`config.mk`:
```
export PLATFORM = sky130hd
export DESIGN_NAME = pc_unit
export DESIGN_NICKNAME = d
export VERILOG_FILES = /design/src/rtl/pc_unit.sv
export SDC_FILE = /design/constraint.sdc
export NUM_CORES = 1
export LEC_CHECK = 0
export ABC_AREA = 1
export BUFFER_PORTS_ARGS = -buffer_cell sky130_fd_sc_hd__buf_2
export CAP_MARGIN = 10
export CORE_MARGIN = 5
export CORE_UTILIZATION = 48
export CTS_CLUSTER_DIAMETER = 120
export CTS_CLUSTER_SIZE = 10
export DETAILED_ROUTE_END_ITERATION = 10
export PLACE_DENSITY = 0.79
export SLEW_MARGIN = 15
export SYNTH_ARGS = -nofsm -noshare
export SYNTH_HDL_FRONTEND = slang
export SYNTH_SLANG_ARGS = --single-unit
```
`constraint.sdc`:
```
create_clock -name clk -period 2.65 [get_ports clk]
set_input_delay 0.3975 -clock clk [delete_from_list [all_inputs] [get_ports clk]]
set_output_delay 0.3975 -clock clk [all_outputs]
set_load 0.01 [all_outputs]
```
`src/rtl/pc_unit.sv`:
```
// Program counter / fetch sequencer feeding a synchronous instruction RAM.
// Optional PC_ALIGN_CHECK_EN: misaligned jr traps to EXC_VECTOR with epc/addr_err.
module pc_unit #(
    parameter logic [31:0] RESET_PC   = 32'h0000_0000,
    parameter logic [31:0] EXC_VECTOR = 32'h0000_0380
) (
    input  logic        clk,
    input  logic        rst,
    input  logic        stall,
    input  logic        branch,
    input  logic [15:0] imm16,
    input  logic        jump,
    input  logic [25:0] imm26,
    input  logic        jr,
    input  logic [31:0] jr_target,
    output logic [31:0] pc,
    output logic [31:0] pc_d,
    output logic [31:0] pc_d_plus4,
    output logic        inst_valid,
    output logic        addr_err,
    output logic [31:0] epc
);

    localparam logic [1:0] ST_BOOT   = 2'd0;
    localparam logic [1:0] ST_RUN    = 2'd1;
    localparam logic [1:0] ST_SQUASH = 2'd2;

    logic [1:0]  state;
    logic        redirect;
    logic        misaligned;
    logic [31:0] target;

    function automatic logic [31:0] branch_target(input logic [31:0] base,
                                                  input logic [15:0] off);
        logic signed [31:0] off_s;
        off_s = {{14{off[15]}}, off, 2'b00};
        return base + $unsigned(off_s);
    endfunction

    assign pc_d_plus4 = pc_d + 32'd4;

    // Only a live decode instruction may redirect; boot and squashed slots never do.
    assign redirect = inst_valid && !stall && (state == ST_RUN) && (branch || jump || jr);

    always_comb begin
        target     = branch_target(pc_d_plus4, imm16);
        misaligned = 1'b0;
        if (jr) begin
`ifdef PC_ALIGN_CHECK_EN
            if (jr_target[1:0] != 2'b00) begin
                target     = EXC_VECTOR;
                misaligned = 1'b1;
            end else begin
                target = jr_target;
            end
`else
            target = {jr_target[31:2], 2'b00};
`endif
        end else if (jump) begin
            target = {pc_d_plus4[31:28], imm26, 2'b00};
        end
    end

    always_ff @(posedge clk or posedge rst) begin
        if (rst) begin
            pc         <= RESET_PC;
            pc_d       <= RESET_PC;
            inst_valid <= 1'b0;
            state      <= ST_BOOT;
        end else if (!stall) begin
            pc_d <= pc;
            if (redirect) begin
                pc         <= target;
                inst_valid <= 1'b0;
                state      <= ST_SQUASH;
            end else begin
                pc         <= pc + 32'd4;
                inst_valid <= 1'b1;
                state      <= ST_RUN;
            end
        end
    end

`ifdef PC_ALIGN_CHECK_EN
    always_ff @(posedge clk or posedge rst) begin
        if (rst) begin
            addr_err <= 1'b0;
            epc      <= 32'h0;
        end else begin
            addr_err <= redirect && jr && misaligned;
            if (redirect && jr && misaligned)
                epc <= pc_d;
        end
    end
`else
    assign addr_err = 1'b0;
    assign epc      = 32'h0;

    logic unused_align;
    assign unused_align = ^{jr_target[1:0], EXC_VECTOR, misaligned};
`endif

endmodule

```
# [Word level (Yosys, flattened, before mapping)]
# Cells that the tools add are included.
[word_totals] input_bits=80 out_inout_bits=130 word_cells=19 regBits=67
[op_classes] mux=5 eq_ne=1 reduce_logical=6 add_sub_neg=3
[ops] operator="32-bit two-way mux" count=3
[ops] operator="32-bit by 3-bit adder with 32-bit output (second input constant)" count=2
[ops] operator="32-bit adder" count=1
[ops] operator="1-bit logical AND" count=3
[ops] operator="2-bit by 1-bit == test with 1-bit output (second input constant)" count=1
[ops] operator="1-bit logical OR" count=2
[ops] operator="2-bit two-way mux" count=1
[ops] operator="1-bit logical NOT" count=1
[ops] operator="1-bit two-way mux" count=1

# [Depth between registers and ports, before layout]
[depth] word_depth=5 ltp_mapped=25

# [Worst setup path before layout]
# No wires, ideal clock.
[synth_timing] path_type="reg-to-reg" from="register pc_d[8]" to="register pc[27]" path_buffers=0 t_required_ps=2537 setup_time_ps=113 slack_ps=-319 period_less_slack_ps=2969 arrival_ps=2856 stages_incl_launch_ff=22 path_cell_list="dfrtp_1 > nand2_1 > nor2_2 > nand3_1 > nor3_2 > nand3_1 > nor4_2 > nand2_1 > xnor2_1 > ha_1 > nand2_1 > nor2_1 > inv_1 > nor3_2 > nand3_1 > or2_1 > nand3_1 > nand2_1 > nand3_1 > nand2_1 > nand2_1 > inv_1"
[synth_via] elab_chain_cells=5
[synth_rtl] item="from (decl)" line_no="17" source="output logic [31:0] pc_d,"
[synth_rtl] item="from (signal assigned)" line_no="71" source="pc_d <= pc;"
[synth_rtl] item="32-bit by 3-bit adder with 32-bit output" line_no="40" source="assign pc_d_plus4 = pc_d + 32'd4;"
[synth_rtl] item="via pc_d_plus4[23]" line_no="18" source="output logic [31:0] pc_d_plus4,"
[synth_rtl] item="32-bit adder" line_no="37" source="return base + $unsigned(off_s);"
[synth_rtl] item="32-bit two-way mux" line_no="59" source="end else if (jump) begin"
[synth_rtl] item="32-bit two-way mux" line_no="48" source="if (jr) begin"
[synth_rtl] item="32-bit two-way mux" line_no="72" source="if (redirect) begin"
[synth_rtl] item="to (signal assigned)" line_no="73" source="pc <= target;"
[synth_rtl] item="to (signal assigned)" line_no="77" source="pc <= pc + 32'd4;"
[synth_rtl] item="to (decl)" line_no="16" source="output logic [31:0] pc,"
# The timed path passes the listed nets, and every way through them passes these cells.
# A chain may end at the register's enable or synchronous reset.

# [Worst setup path in the final report]
[layout_timing] from="register pc_d[2]" to="register pc[29]"
[layout_via] elab_chain_cells=5
[layout_rtl] item="32-bit by 3-bit adder with 32-bit output *" line_no="40"
[layout_rtl] item="32-bit adder" line_no="37"
[layout_rtl] item="32-bit two-way mux *" line_no="59"
[layout_rtl] item="32-bit two-way mux *" line_no="48"
[layout_rtl] item="32-bit two-way mux *" line_no="72"
# Mark *: on every way between the ends. The rest lies on a longest branch, timed or not.

==> reports/metrics.cfg <==
[outcome]
status = finished with violations
violations = negative setup slack

[logic_synthesis]
ys.flop_type = dfrtp_1
synth_area_leaders = dfrtp_1, nand2_1, ha_1
postSynthAreaPerCell_sq_um = 6.55
synthTopCellsByCount = nand2_1, inv_1, nor2_1
synth_edf_count = 0
yosysWarningCount = 0
yosysMostFrequentCell = nand2_1
yosysTopAreaCell = dfrtp_1
synthArstFlopShare_pct = 100
synthDistinctLibCells = 52
netlist_area_sq_um = 6670
syn_inst = 1019
ys_ff_latch = 66
yosysTopAreaCellShare_pct = 24.8
seq_area_frac_synth_pct = 24.8

[sta]
timing_hold_violations_final = 0
clock.fmax_mhz = 300
slew_headroom_pct = 50.5
clock_skew_ps = 10.2
max_slew.worst_pin.slew_ps = 741
setup_ws_ps = -684
report.final.slew_viol_count = 0
fin_crit_sh_pct = 126
setup_violations = 33
finalCriticalPeriod_ps = 3330
rsz0062_at_grt = true

[routing]
ant_nets = 0
dr.pass1.iters = 8
wl_per_cell_um = 20.8
num_vias = 9354
post_drt_via_cell_ratio = 5.91
post-route-drc-count = 0
drt_wl_total_mm = 33.0
drt_iter0_markers = 1340

[cts]
cts_tree = done
clkTransAtPathRegs_ps = 60
cts-root-buf = clkbuf_16
numCtsBuffers = 9
cts-htree-levels = 3
clkLatencyLatePin_ps = 340
clockBufferDepth = 2
numClockSinks = 66

[hold_path]
hold_class = in2async

[critical_path]
cp_common_cell = nand2_1
critPathKind = reg2reg
ff2ff_path_depth = 20
r2r_setup_slack_ps = -680
crit_buf_inv = 3
crit_end = pc[29]
arrival_ps = 3570
worstPathCellList = nand3_4 > nor2_4 > buf_4 > nand2_2 > inv_1 > nand4_1 > nor2_2 > nand3b_1 > xor2_1 > inv_2 > ha_4 > nand2_1 > nor2_2 > nand2_1 > nor2_1 > nor2_1 > nand3_1 > nand3_1 > nand2_2 > nand2_1
startpoint_type = flip-flop
cp_max_fo = 5
cpPeakStageDelay_ps = 400
end_kind = flip-flop
r2r-start = pc_d[2]
crit_path_start = pc_d[2]
critPathRequiredTime_ps = 2880
crit_family = simple AND/OR/NAND/NOR gates
r2r-end = pc[29]
cpMaxStageDelayCell = dfrtp_2
worst-path-stages = 20

[global_routing]
antenna_found_initial = 0
grt_max_degree = 74
grt_pass1_wl_mm = 42.0
overflow = 0
grt_pass1_vias = 8156
track_usage_pct = 32.6

[place]
hpwl_mm = 21.1
place_inst = 1518
portBuffers = 174
dpl-instance-area_sq_um = 8920
globalplace.congestion = 0.992

[layout]
drive_gt1_share_pct = 47.8
final_area_sq_um = 10800
fin_nets = 1513
fillers = 853
syn_to_final_growth_pct = 62.6
layout.cells.non_filler = 1582
num_antenna_cells = 0

[floorplanning]
dieArea_sq_um = 16400
die_h_um = 128
die-width_um = 128
start_util_pct = 48.4
num_rows = 43
io_pins = 210
coreArea_sq_um = 13800

[run]
maxCapViolCount = 0

[power]
power_per_cell_area_nw_per_um2 = 1010
total_leakage_power_nw = 5.37
ir_worst_vdd_uv = 546

[report_power, final]
part	internal [W]	switching, W	total (W)
clock network	0.000637	0.000492	0.00113
logic	0.00345	0.00438	0.00783
registers	0.00141	0.000572	0.00198
[per-layer routing]
| metal | global-route usage, % | up-vias | wire length [um] |
|---|---|---|---|
| met4 | 14.3 | 0 | 2530 |
| met3 | 4.42 | 234 | 3770 |
| met2 | 52.9 | 773 | 15000 |
| li1 | - | 4061 | - |
| met5 | 0 | - | 0 |
| met1 | 43.4 | 4286 | 11700 |
[registers in the layout (all words and copies together) (netlist names)]
name / count
pc: 32
state: 2
pc_d: 32
[repair_timing]
action                                  CTS  global route
setup buffers                            16            35
resized for setup                       114           158
endpoints found under the setup margin   26            33
hold buffers                              0             0
pin swaps                                31            65
[cell families after synthesis]
| kind of cell | share of synthesized area, % |
|---|---|
| AOI/OAI and AO/OA | 16.1 |
| xor gates and xnor gates | 5.64 |
| adders and majority gates | 6.86 |
| buffers and inverters | 12.1 |
| DFF | 24.8 |
| other | 0.0562 |
| and+or+nand+nor | 34.4 |
[worst min-delay path by stage]
stage,endpoint,slack (ps),depth (start not counted)
floorplan,state[1],500,2
global placement,pc_d[0],510,2
detailed placement,pc_d[0],530,2
CTS,pc_d[26],200,2
global route,pc_d[26],260,2
finish,pc_d[26],180,2
[worst reg2reg max path, cell delays in order, from the launching register on]
cell and delay [ps]:
dfrtp_2 400, nand3_4 110, nor2_4 140, buf_4 140, nand2_2 70, inv_1 70
nand4_1 180, nor2_2 230, nand3b_1 130, xor2_1 230, inv_2 100, ha_4 310
nand2_1 110, nor2_2 170, nand2_1 100, nor2_1 160, nor2_1 80, nand3_1 140
nand3_1 170, nand2_2 130, nand2_1 60
[final cells by class]
class	count	area (sq um)	area share, %
Sequential cell	66	1670	15.4
Multi-Input combinational cell	810	5650	52.1
Inverter	115	432	3.98
Clock buffer	9	225	2.08
Clock inverter	7	53.8	0.496
Timing Repair Buffer	395	2590	23.9
Tap cell	180	225	2.08
[per-stage QoR]
stage	setup TNS, ps	worst slack [ps]	util, %	hold slack [ps]	power [W]
2_1_floorplan	-595	-212	-	501	0.00482
3_3_place_gp	-6520	-586	64.8	508	0.00748
3_5_place_dp	-8120	-658	64.8	525	0.00758
4_1_cts	-4540	-347	71.5	203	0.00932
5_1_grt	-14250	-795	78.8	256	0.0114
6_report	-11140	-684	78.8	179	0.0109
[cell usage in the layout (no fill, tap or decap), drive strengths merged, types with 14 or more instances in the layout]
master  instances
nor2          106
ha             35
nand3          68
o21ai          75
nand4          21
conb           33
nand2         279
nor3           19
xor2           32
buf           395
dfrtp          66
o22ai          14
inv           116
a21oi          54
No activity file was read; power rests on OpenSTA's default activity.
